File: src/rtl/audio_i2s_serializer_pkg.sv
`default_nettype none
// ============================================================================
// Module   : audio_i2s_serializer_pkg
// Brief    : Shared I2S framing constants and the mixer-to-PCM sample conversion.
// Revision : 1.0 - initial release
// ============================================================================
package audio_i2s_serializer_pkg;

    localparam int I2S_FRAME_BITS  = 64;
    localparam int I2S_SLOT_BITS   = 32;
    localparam int I2S_SAMPLE_BITS = 16;
    localparam int BIT_CNT_W       = $clog2(I2S_FRAME_BITS);

    // Offset-binary 9-bit to left-justified 16-bit two's complement.
    function automatic logic [I2S_SAMPLE_BITS-1:0] conv(input logic [8:0] x);
        return {~x[8], x[7:0], 7'b0};
    endfunction

endpackage
`default_nettype wire

File: src/rtl/audio_i2s_serializer_if.sv
`default_nettype none
// ============================================================================
// Module   : audio_i2s_serializer_if
// Brief    : Mixer sample inputs and I2S master outputs of the serializer.
// Revision : 1.0 - initial release
// ============================================================================
interface audio_i2s_serializer_if;

    logic [8:0] left_in;
    logic [8:0] right_in;
    logic       mute;
    logic       i2s_bclk;
    logic       i2s_lrclk;
    logic       i2s_sdata;
    logic       sample_strobe;

    modport master (
        input  left_in, right_in, mute,
        output i2s_bclk, i2s_lrclk, i2s_sdata, sample_strobe
    );

    modport slave (
        output left_in, right_in, mute,
        input  i2s_bclk, i2s_lrclk, i2s_sdata, sample_strobe
    );

endinterface
`default_nettype wire

File: src/rtl/audio_i2s_clkgen.sv
`default_nettype none
// ============================================================================
// Module   : audio_i2s_clkgen
// Brief    : Integer divider producing BCLK, a falling-edge strobe and bit count.
// Revision : 1.0 - initial release
// ============================================================================
module audio_i2s_clkgen
    import audio_i2s_serializer_pkg::*;
#(
    parameter int BCLK_HALF = 7
) (
    input  logic                 clk,
    input  logic                 mrst_n,
    output logic                 i2s_bclk,
    output logic                 bclk_fall,
    output logic [BIT_CNT_W-1:0] bit_cnt
);

    localparam int DIV_W = (BCLK_HALF > 2) ? $clog2(BCLK_HALF) : 1;
    localparam logic [DIV_W-1:0] DIV_TC = DIV_W'(BCLK_HALF - 1);

    logic [DIV_W-1:0]     div_cnt_q, div_cnt_d;
    logic                 bclk_q, bclk_d;
    logic [BIT_CNT_W-1:0] bit_cnt_q, bit_cnt_d;
    logic                 div_tc;

    assign div_tc = (div_cnt_q == DIV_TC);

    always_comb begin
        div_cnt_d = div_cnt_q + 1'b1;
        bclk_d    = bclk_q;
        bit_cnt_d = bit_cnt_q;
        if (div_tc) begin
            div_cnt_d = '0;
            bclk_d    = ~bclk_q;
            if (bclk_q) begin
                bit_cnt_d = bit_cnt_q + 1'b1;
            end
        end
    end

    always_ff @(posedge clk) begin
        if (!mrst_n) begin
            div_cnt_q <= '0;
            bclk_q    <= 1'b0;
            bit_cnt_q <= '0;
        end else begin
            div_cnt_q <= div_cnt_d;
            bclk_q    <= bclk_d;
            bit_cnt_q <= bit_cnt_d;
        end
    end

    // High during the clk cycle whose closing edge drives BCLK 1->0.
    assign bclk_fall = div_tc & bclk_q;
    assign i2s_bclk  = bclk_q;
    assign bit_cnt   = bit_cnt_q;

endmodule
`default_nettype wire

File: src/rtl/audio_i2s_serializer.sv
`default_nettype none
// ============================================================================
// Module   : audio_i2s_serializer
// Brief    : Philips I2S master streaming 9-bit mixer samples as 16-bit PCM.
// Revision : 1.0 - initial release
// ============================================================================
module audio_i2s_serializer
    import audio_i2s_serializer_pkg::*;
#(
    parameter int BCLK_HALF = 7
) (
    input  logic                   clk,
    input  logic                   mrst_n,
    audio_i2s_serializer_if.master bus
);

    logic                       bclk;
    logic                       bclk_fall;
    logic [BIT_CNT_W-1:0]       bit_cnt;
    logic [BIT_CNT_W-1:0]       bit_nxt;
    logic [3:0]                 slot_idx;
    logic                       in_left_slot;
    logic                       in_right_slot;

    logic [I2S_SAMPLE_BITS-1:0] left_sh_q, left_sh_d;
    logic [I2S_SAMPLE_BITS-1:0] right_sh_q, right_sh_d;
    logic                       lrclk_q, lrclk_d;
    logic                       sdata_q, sdata_d;
    logic                       strobe_q, strobe_d;

    audio_i2s_clkgen #(
        .BCLK_HALF (BCLK_HALF)
    ) u_clkgen (
        .clk       (clk),
        .mrst_n    (mrst_n),
        .i2s_bclk  (bclk),
        .bclk_fall (bclk_fall),
        .bit_cnt   (bit_cnt)
    );

    assign bit_nxt = bit_cnt + 1'b1;

    // Both slots start on a multiple of 16, so 16-n and 48-n reduce to -n mod 16.
    assign slot_idx      = 4'd0 - bit_nxt[3:0];
    assign in_left_slot  = (bit_nxt >= 6'd1) &&
                           (bit_nxt <= 6'(I2S_SAMPLE_BITS));
    assign in_right_slot = (bit_nxt >= 6'(I2S_SLOT_BITS + 1)) &&
                           (bit_nxt <= 6'(I2S_SLOT_BITS + I2S_SAMPLE_BITS));

    always_comb begin
        left_sh_d  = left_sh_q;
        right_sh_d = right_sh_q;
        lrclk_d    = lrclk_q;
        sdata_d    = sdata_q;
        strobe_d   = 1'b0;
        if (bclk_fall) begin
            if (bit_nxt == '0) begin
                left_sh_d  = bus.mute ? '0 : conv(bus.left_in);
                right_sh_d = bus.mute ? '0 : conv(bus.right_in);
                strobe_d   = 1'b1;
            end
            lrclk_d = bit_nxt[BIT_CNT_W-1];
            if (in_left_slot) begin
                sdata_d = left_sh_q[slot_idx];
            end else if (in_right_slot) begin
                sdata_d = right_sh_q[slot_idx];
            end else begin
                sdata_d = 1'b0;
            end
        end
    end

    always_ff @(posedge clk) begin
        if (!mrst_n) begin
            left_sh_q  <= '0;
            right_sh_q <= '0;
            lrclk_q    <= 1'b0;
            sdata_q    <= 1'b0;
            strobe_q   <= 1'b0;
        end else begin
            left_sh_q  <= left_sh_d;
            right_sh_q <= right_sh_d;
            lrclk_q    <= lrclk_d;
            sdata_q    <= sdata_d;
            strobe_q   <= strobe_d;
        end
    end

    assign bus.i2s_bclk      = bclk;
    assign bus.i2s_lrclk     = lrclk_q;
    assign bus.i2s_sdata     = sdata_q;
    assign bus.sample_strobe = strobe_q;

endmodule
`default_nettype wire

File: src/flat_wrapper.sv
// flat-port wrapper written by rule: the top's interface ports become plain ports
module audio_i2s_serializer_flat import audio_i2s_serializer_pkg::*;
#(
    parameter int BCLK_HALF = 7
)
  (clk, mrst_n, bus_left_in, bus_right_in, bus_mute, bus_i2s_bclk, bus_i2s_lrclk, bus_i2s_sdata, bus_sample_strobe);
  audio_i2s_serializer_if bus_i ();
  input  logic clk;
  input  logic mrst_n;
  input wire logic [$bits(bus_i.left_in)-1:0] bus_left_in;
  input wire logic [$bits(bus_i.right_in)-1:0] bus_right_in;
  input wire logic [$bits(bus_i.mute)-1:0] bus_mute;
  output wire logic [$bits(bus_i.i2s_bclk)-1:0] bus_i2s_bclk;
  output wire logic [$bits(bus_i.i2s_lrclk)-1:0] bus_i2s_lrclk;
  output wire logic [$bits(bus_i.i2s_sdata)-1:0] bus_i2s_sdata;
  output wire logic [$bits(bus_i.sample_strobe)-1:0] bus_sample_strobe;
  assign bus_i.left_in = bus_left_in;
  assign bus_i.right_in = bus_right_in;
  assign bus_i.mute = bus_mute;
  assign bus_i2s_bclk = bus_i.i2s_bclk;
  assign bus_i2s_lrclk = bus_i.i2s_lrclk;
  assign bus_i2s_sdata = bus_i.i2s_sdata;
  assign bus_sample_strobe = bus_i.sample_strobe;
  audio_i2s_serializer #(.BCLK_HALF(BCLK_HALF)) u_core (.clk(clk), .mrst_n(mrst_n), .bus(bus_i));
endmodule
File: config.mk
export PLATFORM = sky130hd
export DESIGN_NAME = audio_i2s_serializer_flat
export DESIGN_NICKNAME = d
export VERILOG_FILES = /design/src/rtl/audio_i2s_serializer_pkg.sv /design/src/rtl/audio_i2s_serializer_if.sv /design/src/rtl/audio_i2s_clkgen.sv /design/src/rtl/audio_i2s_serializer.sv /design/src/flat_wrapper.sv
export SDC_FILE = /design/constraint.sdc
export NUM_CORES = 1
export LEC_CHECK = 0
export ABC_AREA = 1
export CAP_MARGIN = 20
export CORE_UTILIZATION = 57
export CTS_CLUSTER_DIAMETER = 100
export DETAILED_ROUTE_END_ITERATION = 10
export GPL_TIMING_DRIVEN = 1
export PLACE_DENSITY = 0.95
export SETUP_SLACK_MARGIN = 0.15
export SLEW_MARGIN = 10
export SYNTH_ARGS = -nofsm -noshare
export SYNTH_HDL_FRONTEND = slang
export SYNTH_SLANG_ARGS = --single-unit
File: constraint.sdc
create_clock -name clk -period 2.91 [get_ports clk]
set_input_delay 0.291 -clock clk [delete_from_list [all_inputs] [get_ports clk]]
set_output_delay 0.291 -clock clk [all_outputs]
set_load 0.05 [all_outputs]
==> results of run 1 <==
==> area by class of cell <==
type | instances | area (um^2)
timing repair buffer | 25 | 248
tap | 30 | 37.5
multi-input combinational | 158 | 858
inverter | 23 | 88.8
clock inverter | 1 | 30.0
sequential | 30 | 601
clock buffer | 6 | 51.3
fill | 214 | 653
==> stage by stage <==
stage | total power, mW | setup WS [ns]
finish | 0.799 | 0.819
global route | 0.835 | 0.610
CTS | 0.804 | 0.850
detailed placement | 0.479 | 0.891
global placement | 0.477 | 0.987
floorplan | 0.447 | 1.07
==> Yosys cell counts <==
cell type / instances / area [um^2]
a21oi_1: 7 / 35.0
buf_1: 1 / 3.75
buf_2: 3 / 15.0
buf_6: 2 / 22.5
clkbuf_1: 2 / 7.51
dfxtp_1: 30 / 601
ha_1: 4 / 50.1
inv_1: 21 / 78.8
inv_2: 1 / 3.75
inv_4: 1 / 6.26
nand2_1: 59 / 221
nand2_2: 3 / 18.8
nand2_4: 1 / 11.3
nand3_1: 29 / 145
nand3_2: 1 / 10.0
nand3_4: 2 / 35.0
nand3b_1: 1 / 7.51
nand4_1: 1 / 6.26
nand4_4: 1 / 21.3
nor2_1: 16 / 60.1
nor2_2: 1 / 6.26
nor2_8: 1 / 20.0
o211ai_1: 1 / 7.51
o21ai_0: 15 / 75.1
o21ai_2: 11 / 96.3
o21bai_1: 1 / 7.51
o31ai_1: 2 / 15.0
xnor2_1: 1 / 8.76
==> layer usage <==
layer	GRT usage (%)	part of all wire [%]	up-vias
met5	0	0	-
met4	7.50	1.1	0
met3	4.92	3.7	5
met2	38.8	48	27
met1	31.0	48	640
li1	-	-	758
==> cell families (layout without fill, tap and decap cells) <==
family                     count (synthesis)  after routing  share of synthesized area [%]
and+or+nand+nor                          116            116                           35.3
AOI/OAI and AO/OA                         37             37                           14.8
buffers and inverters                     31             55                           8.62
DFF                                       30             30                           37.6
adders and majority gates                  4              4                           3.13
xor gates and xnor gates                   1              1                          0.549
==> worst max-delay path by stage <==
| stage | startpoint | end | cells past startpoint |
|---|---|---|---|
| after CTS | u_core.u_clkgen.bit_cnt[0]$_SDFFE_PN0P_ | u_core.bus.i2s_sdata$_SDFFE_PN0P_ | 12 |
| after detailed placement | u_core.u_clkgen.bit_cnt[0]$_SDFFE_PN0P_ | u_core.bus.i2s_sdata$_SDFFE_PN0P_ | 12 |
| final | u_core.u_clkgen.bit_cnt[0]$_SDFFE_PN0P_ | u_core.bus.i2s_sdata$_SDFFE_PN0P_ | 12 |
| after global placement | u_core.u_clkgen.bit_cnt[0]$_SDFFE_PN0P_ | u_core.bus.i2s_sdata$_SDFFE_PN0P_ | 12 |
| after floorplan | u_core.u_clkgen.bit_cnt[0]$_SDFFE_PN0P_ | u_core.bus.i2s_sdata$_SDFFE_PN0P_ | 14 |
| after global routing | u_core.u_clkgen.bit_cnt[0]$_SDFFE_PN0P_ | u_core.bus.i2s_sdata$_SDFFE_PN0P_ | 13 |
==> state kept, by name, indices dropped and copies added, names as in the netlist <==
name and cells:
u_core.bus.sample_strobe 1, u_core.right_sh_q 9, u_core.u_clkgen.bit_cnt 6, u_core.u_clkgen.div_cnt_q 3, u_core.left_sh_q 9, u_core.bus.i2s_sdata 1, u_core.u_clkgen.i2s_bclk 1
==> power groups by stage <==
stage,logic [mW],clock network (mW),registers (mW)
2_1_floorplan,0.0208,0,0.427
3_3_place_gp,0.0513,0,0.426
3_5_place_dp,0.0522,0,0.426
4_1_cts,0.0525,0.335,0.417
5_1_grt,0.0581,0.359,0.418
6_report,0.0521,0.330,0.417
==> cells in the final DEF, fill, tap and decap left out, drive strengths merged <==
cell	count
clkdlybuf4s50	24
o211ai	1
dfxtp	30
ha	4
o21bai	1
clkbuf	6
nand4	2
bufinv	1
inv	23
o21ai	26
a21oi	7
o31ai	2
nand3b	1
buf	1
xnor2	1
nor2	18
nand2	63
nand3	32
==> worst max-delay path: cells and delay by family (launching register included) <==
family	cells	cell delay [ns]
AO/OA/AOI/OAI	1	0.13
adder cells (fa/ha/maj)	1	0.43
buffers and inverters	3	0.33
flip-flops	1	0.51
AND/OR/NAND/NOR	7	0.62
==> results.toml, run 1 <==
[synthesis]
avgSynthCellArea_um2 = 7.29
yosysUniqueCellTypes = 28
yosys_warnings = 0
ys_seq_area_share_pct = 37.6
synth_area_um2 = 1600
yosys_register_bits = 30
syn_nets = 244
netlist_instances = 219

[sta]
clock_skew_ns = 0.00780
min_period_over_period_pct = 71.8
tightest_slew_ns = 0.488
min_period_ns = 2.09
max_freq_ghz = 0.478
fin_tns_setup_ns = 0
hold_viol_final = 0
grt_setup_unrepaired = "false"
slew_viol_final = 0
slew-limit-headroom_pct = 67.4
setup_violations = 0
holdWs_ns = 0.454

[clock_tree]
htree_levels = 2
clk_pin_slew_ns = 0.09
numCtsBuffers = 5
cts_tree = "done"
insertion_delay_ns = 0.31
cts-resized-gates = 0
cts.sinks = 30
cts_buffer_depth = 2
holdBufCountCts = 0
post_cts_buffers = 0
root_buffer = "clkbuf_4"

[final_layout]
fin_area_um2 = 1910
drive_above_1_share_pct = 12.8
diodes = 0
syn2layout_area_growth_pct = 19.9
layout.cells.non_filler = 273
nets = 268
post-route-util_pct = 74.6

[grt]
grt_pass1_wl_mm = 5.05
antenna_found_initial = 0
grt_pass1_vias = 1205
grt.total_usage_pct = 23.7
globalRouteOverflowTotal = 0
grt_max_degree = 27

[floorplanning]
start_util_pct = 62.2
dieArea_um2 = 3020
rows = 18
die_h_um = 54.9
die_w_um = 54.9
core_area_um2 = 2570
ioPinCount = 25

[setup_path]
rr_worst_depth = 12
critical_path_arrival_ns = 2.33
rr_endpoint = "u_core.bus.i2s_sdata$_SDFFE_PN0P_"
cp_data_required_time_ns = 3.15
max_stage_delay_ns = 0.51
r2r_slack_ns = 0.82
startpoint_type = "register"
endpoint_kind = "register"
crit_slowest_cell = "dfxtp_1"
rr_startpoint = "u_core.u_clkgen.bit_cnt[0]$_SDFFE_PN0P_"
crit_chain = "inv_2, ha_1, inv_1, nand2_1, inv_1, nand2_1, nand3_1, nand3_1, nor2_1, nor2_1, nand2_1, a21oi_1"
path_class = "register to register"
cp_max_fo = 12
cpMostUsedCell = "nand2_1"

[run_status]
status = "finished clean"

[drt]
vias_per_cell = 5.24
detailedRoute.firstPassIterationCount = 4
wl_per_cell_um = 11.3
drc = 0
drt-initial-drc-count = 22
totalWireLength_mm = 3.09
ant_nets = 0
dr_total_vias = 1430

[place]
io_buffers = 24
dp_cells = 266
post_dp_cell_area_um2 = 1830
dpl.hpwl_mm = 2.33
gp_congestion = 0.886

[hold_path]
holdPathStages = 1
hold_path.class = "register to register"
hold_end = "u_core.u_clkgen.div_cnt_q[0]$_SDFF_PP0_"
worstHoldStart = "u_core.u_clkgen.div_cnt_q[0]$_SDFF_PP0_"

[power]
p_leak_nw = 0.847
max-vdd-ir-drop_uv = 352
p_sw_uw = 154
combPwrFrac_pct = 6.5
seq_power_share_pct = 52.1
switching_share_pct = 19.3
cellInternalPower_uw = 645
pwr-share-clk_pct = 41.3
p_per_area_nw_per_um2 = 417

[run]
max_cap_violations = 0
No activity file was read; power rests on OpenSTA's default activity.
==> inputs of run 2 (changes only) <==
--- a/config.mk
+++ b/config.mk
@@ -7,11 +7,11 @@
 export LEC_CHECK = 0
 export ABC_AREA = 1
 export CAP_MARGIN = 20
-export CORE_UTILIZATION = 57
+export CORE_UTILIZATION = 48
 export CTS_CLUSTER_DIAMETER = 100
 export DETAILED_ROUTE_END_ITERATION = 10
 export GPL_TIMING_DRIVEN = 1
-export PLACE_DENSITY = 0.95
+export PLACE_DENSITY = 0.86
 export SETUP_SLACK_MARGIN = 0.15
 export SLEW_MARGIN = 10
 export SYNTH_ARGS = -nofsm -noshare
==> constraint.sdc (replaced) <==
create_clock -name clk -period 1.8 [get_ports clk]
set_input_delay 0.18 -clock clk [delete_from_list [all_inputs] [get_ports clk]]
set_output_delay 0.18 -clock clk [all_outputs]
set_load 0.05 [all_outputs]
==> results.toml, run 2 (same netlist as run 1, synthesis figures left out) <==
[floorplanning]
dieArea_um2 = 3560
die_w_um = 59.7
core_area_um2 = 3100
ioPinCount = 25
rows = 20
die_h_um = 59.7
start_util_pct = 51.5

[run]
max_cap_violations = 0

[final_layout]
diodes = 0
multi_input_area_um2 = 945
drive_above_1_share_pct = 24.0
nets = 278
regArea_um2 = 609
fin_area_um2 = 2130
layout_commonest_cell = "nand2_1"
mostFrequentLayoutCells = "nand2_1, nand3_1, dfxtp_1"
fillers = 264
syn2layout_area_growth_pct = 33.3

[grt]
antenna_found_initial = 0
grt.total_usage_pct = 22.3
grt_pass1_vias = 1358
grt_pass1_wl_mm = 5.87
grt_max_degree = 24
globalRouteOverflowTotal = 0

[setup_path]
cp_data_required_time_ns = 2.06
path_class = "register to register"
endpoint_kind = "register"
critical_path_arrival_ns = 1.94
cp_max_fo = 8
startpoint_type = "register"

[sta]
fin_tns_setup_ns = 0
tightest_slew_ns = 0.497
min_period_ns = 1.68
grt_setup_unrepaired = "true"
slew_viol_final = 0
setup_violations = 0
max_freq_ghz = 0.596
clock_skew_ns = 0.0115
slew-limit-headroom_pct = 66.8
hold_viol_final = 0
min_period_over_period_pct = 93.1

[power]
p_leak_nw = 0.963
max-vdd-ir-drop_uv = 548
pwr-share-clk_pct = 39.5
switching_share_pct = 21.8
p_sw_uw = 275
seq_power_share_pct = 53.2
combPwrFrac_pct = 7.3
p_per_area_nw_per_um2 = 592
cellInternalPower_uw = 986

[clock_tree]
clk_pin_slew_ns = 0.09
htree_levels = 2
cts_tree = "done"
numCtsBuffers = 5
cts.sinks = 30
cts_buffer_depth = 2
insertion_delay_ns = 0.34
holdBufCountCts = 0
root_buffer = "clkbuf_4"

[drt]
ant_nets = 0
dr_total_vias = 1605
totalWireLength_mm = 3.89
vias_per_cell = 5.39
drc = 0
drt-initial-drc-count = 80
detailedRoute.firstPassIterationCount = 5
wl_per_cell_um = 13.1

[hold_path]
hold_path.class = "input pin to register"

[run_status]
status = "finished clean"

[place]
post_dp_cell_area_um2 = 1900
io_buffers = 24
dpl.hpwl_mm = 2.49
gp_congestion = 0.886
-- run 2: cell types whose count changed in the layout (fill, tap and decap cells not counted), sizes merged --
cell           before  now
buf                 1   10
bufinv              1    0
clkbuf              6    8
clkdlybuf4s50      24   20
dlygate4sd2         0    3
dlymetal6s2s        0    1
nand3              32   33
-- run 2: critical path, stage by stage (launching register included) --
cell and delay [ns]:
dfxtp_4 0.41, ha_4 0.17, nand2_4 0.06, o21ai_2 0.15, nand2_2 0.12, nor2_8 0.18, nand4_4 0.20, buf_6 0.20
o21ai_2 0.11
-- run 2: per-stage QoR --
stage	util, %	setup slack, ns	std cells	power, mW	hold WS (ns)
after CTS	65.1	0.136	295	1.26	0.411
after floorplan	-	0.154	219	0.723	0.282
final	68.6	0.123	298	1.26	0.394
after global placement	61.3	0.0880	283	0.776	0.434
after global routing	68.6	0.0429	298	1.30	0.402
after detailed placement	61.3	0.0544	283	0.779	0.444
-- run 2: final timing paths --
path                                           start                                 endpoint  slack [ns]  depth (start not counted)
max          u_core.u_clkgen.bit_cnt[0]$_SDFFE_PN0P_        u_core.right_sh_q[8]$_SDFFE_PN0P_        0.12                          8
min                                   bus_left_in[0]         u_core.left_sh_q[7]$_SDFFE_PN0P_        0.39                          3
max reg2reg  u_core.u_clkgen.bit_cnt[0]$_SDFFE_PN0P_        u_core.right_sh_q[8]$_SDFFE_PN0P_        0.12                          8
min reg2reg  u_core.u_clkgen.div_cnt_q[0]$_SDFF_PP0_  u_core.u_clkgen.div_cnt_q[0]$_SDFF_PP0_        0.45                          1
-- run 2: layout make-up --
type / instances / area share (%)
sequential: 30 / 28.6
tap: 44 / 2.59
clock buffer: 8 / 3.70
inverter: 23 / 4.64
timing repair buffer: 34 / 16.0
multi-input combinational: 159 / 44.4
-- run 2: what timing repair did --
item / 4_1_cts / 5_1_grt
setup buffers: 3 / 3
setup endpoints to repair: 19 / 21
resized for setup: 7 / 33
cloned: 1 / 0
pin swaps: 1 / 7
-- run 2: power by group through the flow --
stage,logic (mW),registers [mW],clock network [mW]
floorplan,0.0336,0.689,0
global placement,0.0874,0.689,0
detailed placement,0.0900,0.689,0
CTS,0.0898,0.672,0.501
global route,0.101,0.672,0.532
finish,0.0918,0.670,0.498
-- run 2: per-layer routing --
layer	part of all wire [%]	track usage, %
met4	2.8	9.63
met1	39	25.0
met5	0	0
met3	5.9	6.28
met2	52	39.0
==> inputs of run 3 (changes only) <==
--- a/config.mk
+++ b/config.mk
@@ -11,9 +11,11 @@
 export CTS_CLUSTER_DIAMETER = 100
 export DETAILED_ROUTE_END_ITERATION = 10
 export GPL_TIMING_DRIVEN = 1
+export MAX_ROUTING_LAYER = met4
 export PLACE_DENSITY = 0.86
 export SETUP_SLACK_MARGIN = 0.15
 export SLEW_MARGIN = 10
 export SYNTH_ARGS = -nofsm -noshare
 export SYNTH_HDL_FRONTEND = slang
 export SYNTH_SLANG_ARGS = --single-unit
+export TNS_END_PERCENT = 100
==> results.toml, run 3 (same netlist as run 1, synthesis figures left out) <==
[run_status]
status = "finished clean"

[grt]
globalRouteOverflowTotal = 0
grt_pass1_vias = 1319
grt_max_degree = 19
grt_pass1_wl_mm = 5.94
grt.total_usage_pct = 23.7
antenna_found_initial = 0

[clock_tree]
cts_buffer_depth = 2
root_buffer = "clkbuf_4"
insertion_delay_ns = 0.35
cts.sinks = 30
holdBufCountCts = 0
cts_tree = "done"
numCtsBuffers = 5
htree_levels = 2
clk_pin_slew_ns = 0.10

[sta]
max_freq_ghz = 0.600
fin_tns_setup_ns = 0
tightest_slew_ns = 0.498
slew-limit-headroom_pct = 66.8
grt_setup_unrepaired = "true"
setup_violations = 0
clock_skew_ns = 0.0143
min_period_over_period_pct = 92.5
slew_viol_final = 0
min_period_ns = 1.67
hold_viol_final = 0

[drt]
wl_per_cell_um = 13.8
dr_total_vias = 1600
ant_nets = 0
drt-initial-drc-count = 97
vias_per_cell = 5.23
drc = 0
totalWireLength_mm = 4.21
detailedRoute.firstPassIterationCount = 4

[setup_path]
cp_data_required_time_ns = 2.08
rr_startpoint = "u_core.u_clkgen.bit_cnt[2]$_SDFFE_PN0P_"
endpoint_kind = "register"
startpoint_type = "register"
r2r_slack_ns = 0.13
worst-path-buf-inv = 2
crit_slowest_cell = "dfxtp_2"
crit_chain = "nand3_2, o21ai_2, nand2_2, inv_4, nand4_4, clkbuf_16, o21ai_2"
cp_max_fo = 7
cpMostUsedCell = "o21ai_2"
critical_path_arrival_ns = 1.95
rr_worst_depth = 7
crit_family = "simple AND/OR/NAND/NOR gates"
path_class = "register to register"
rr_endpoint = "u_core.right_sh_q[14]$_SDFFE_PN0P_"
max_stage_delay_ns = 0.47

[power]
p_leak_nw = 0.979
max-vdd-ir-drop_uv = 387
p_per_area_nw_per_um2 = 547

[place]
dpl.hpwl_mm = 2.43
io_buffers = 24
gp_congestion = 0.913

[floorplanning]
die_w_um = 59.7
dieArea_um2 = 3560
rows = 20
start_util_pct = 51.5
ioPinCount = 25
die_h_um = 59.7
core_area_um2 = 3100

[final_layout]
drive_above_1_share_pct = 25.2
layout_commonest_cell = "nand2_1"
diodes = 0
post-route-util_pct = 70.3
mostFrequentLayoutCells = "nand2_1, nand3_1, dfxtp_1"
fillers = 235
nets = 286
syn2layout_area_growth_pct = 36.6

[hold_path]
hold_path.class = "input pin to register"
worstHoldStart = "bus_right_in[4]"
holdPathStages = 3
hold_end = "u_core.right_sh_q[11]$_SDFFE_PN0P_"

[run]
max_cap_violations = 0
## run 3: cell types whose count changed in the layout (fill, tap and decap cells not counted), sizes merged
cell	before	now
nand4	2	3
clkinv	0	1
buf	10	14
clkinvlp	0	2
inv	23	22
nand3	33	34
## run 3: timing repair
action	in CTS	in global routing
cloned	1	4
endpoints found under the setup margin	22	21
gates resized for setup	6	20
pin swaps	1	9
buffers inserted	3	7
## run 3: tightest hold or removal path, cell delays in order
cell and delay, ns:
clkdlybuf4s50_1 0.39, nand2_1 0.08, o21ai_2 0.05
## run 3: worst max path at each step
stage	startpoint	end	slack (ns)	cells past startpoint
2_1_floorplan	u_core.u_clkgen.bit_cnt[0]$_SDFFE_PN0P_	u_core.bus.i2s_sdata$_SDFFE_PN0P_	0.15	14
3_3_place_gp	u_core.u_clkgen.bit_cnt[0]$_SDFFE_PN0P_	u_core.bus.i2s_sdata$_SDFFE_PN0P_	0.07	13
3_5_place_dp	u_core.u_clkgen.bit_cnt[0]$_SDFFE_PN0P_	u_core.bus.i2s_sdata$_SDFFE_PN0P_	0.04	13
4_1_cts	u_core.u_clkgen.bit_cnt[0]$_SDFFE_PN0P_	u_core.left_sh_q[15]$_SDFFE_PN0P_	0.15	9
5_1_grt	u_core.u_clkgen.bit_cnt[0]$_SDFFE_PN0P_	u_core.bus.i2s_sdata$_SDFFE_PN0P_	0.04	12
6_report	u_core.u_clkgen.bit_cnt[2]$_SDFFE_PN0P_	u_core.right_sh_q[14]$_SDFFE_PN0P_	0.13	7
## run 3: where the power goes
group / internal, mW / switching [mW] / total, mW
Clock: 0.189 / 0.243 / 0.432
Sequential: 0.667 / 0.00416 / 0.671
Combinational: 0.0511 / 0.0377 / 0.0887
## run 3: area by class of cell
type	count	area [um^2]	area share, %
Inverter	23	97.6	4.48
Sequential cell	30	611	28.0
Tap cell	44	55.1	2.52
Multi-Input combinational cell	161	958	43.9
Timing Repair inverter	1	5.00	0.229
Clock buffer	7	55.1	2.52
Clock inverter	1	5.00	0.229
Timing Repair Buffer	39	394	18.1
## run 3: stage by stage
step                      cell area (um^2)  power, mW  cells  setup WS (ns)  hold slack, ns
after CTS                             2000       1.19    295          0.155           0.396
after floorplan                       1610      0.723    219          0.154           0.282
final                                 2180       1.19    306          0.134           0.397
after global placement                1900      0.774    283         0.0740           0.435
after global routing                  2180       1.24    306         0.0409           0.398
after detailed placement              1900      0.776    283         0.0443           0.439
## run 3: metal layers
metal,GRT usage (%),share of wire (%),vias to the layer above
li1,-,-,806
met1,27.8,41,724
met2,38.6,51,57
met3,7.14,5.4,13
met4,7.97,2.9,0
met5,-,0,-
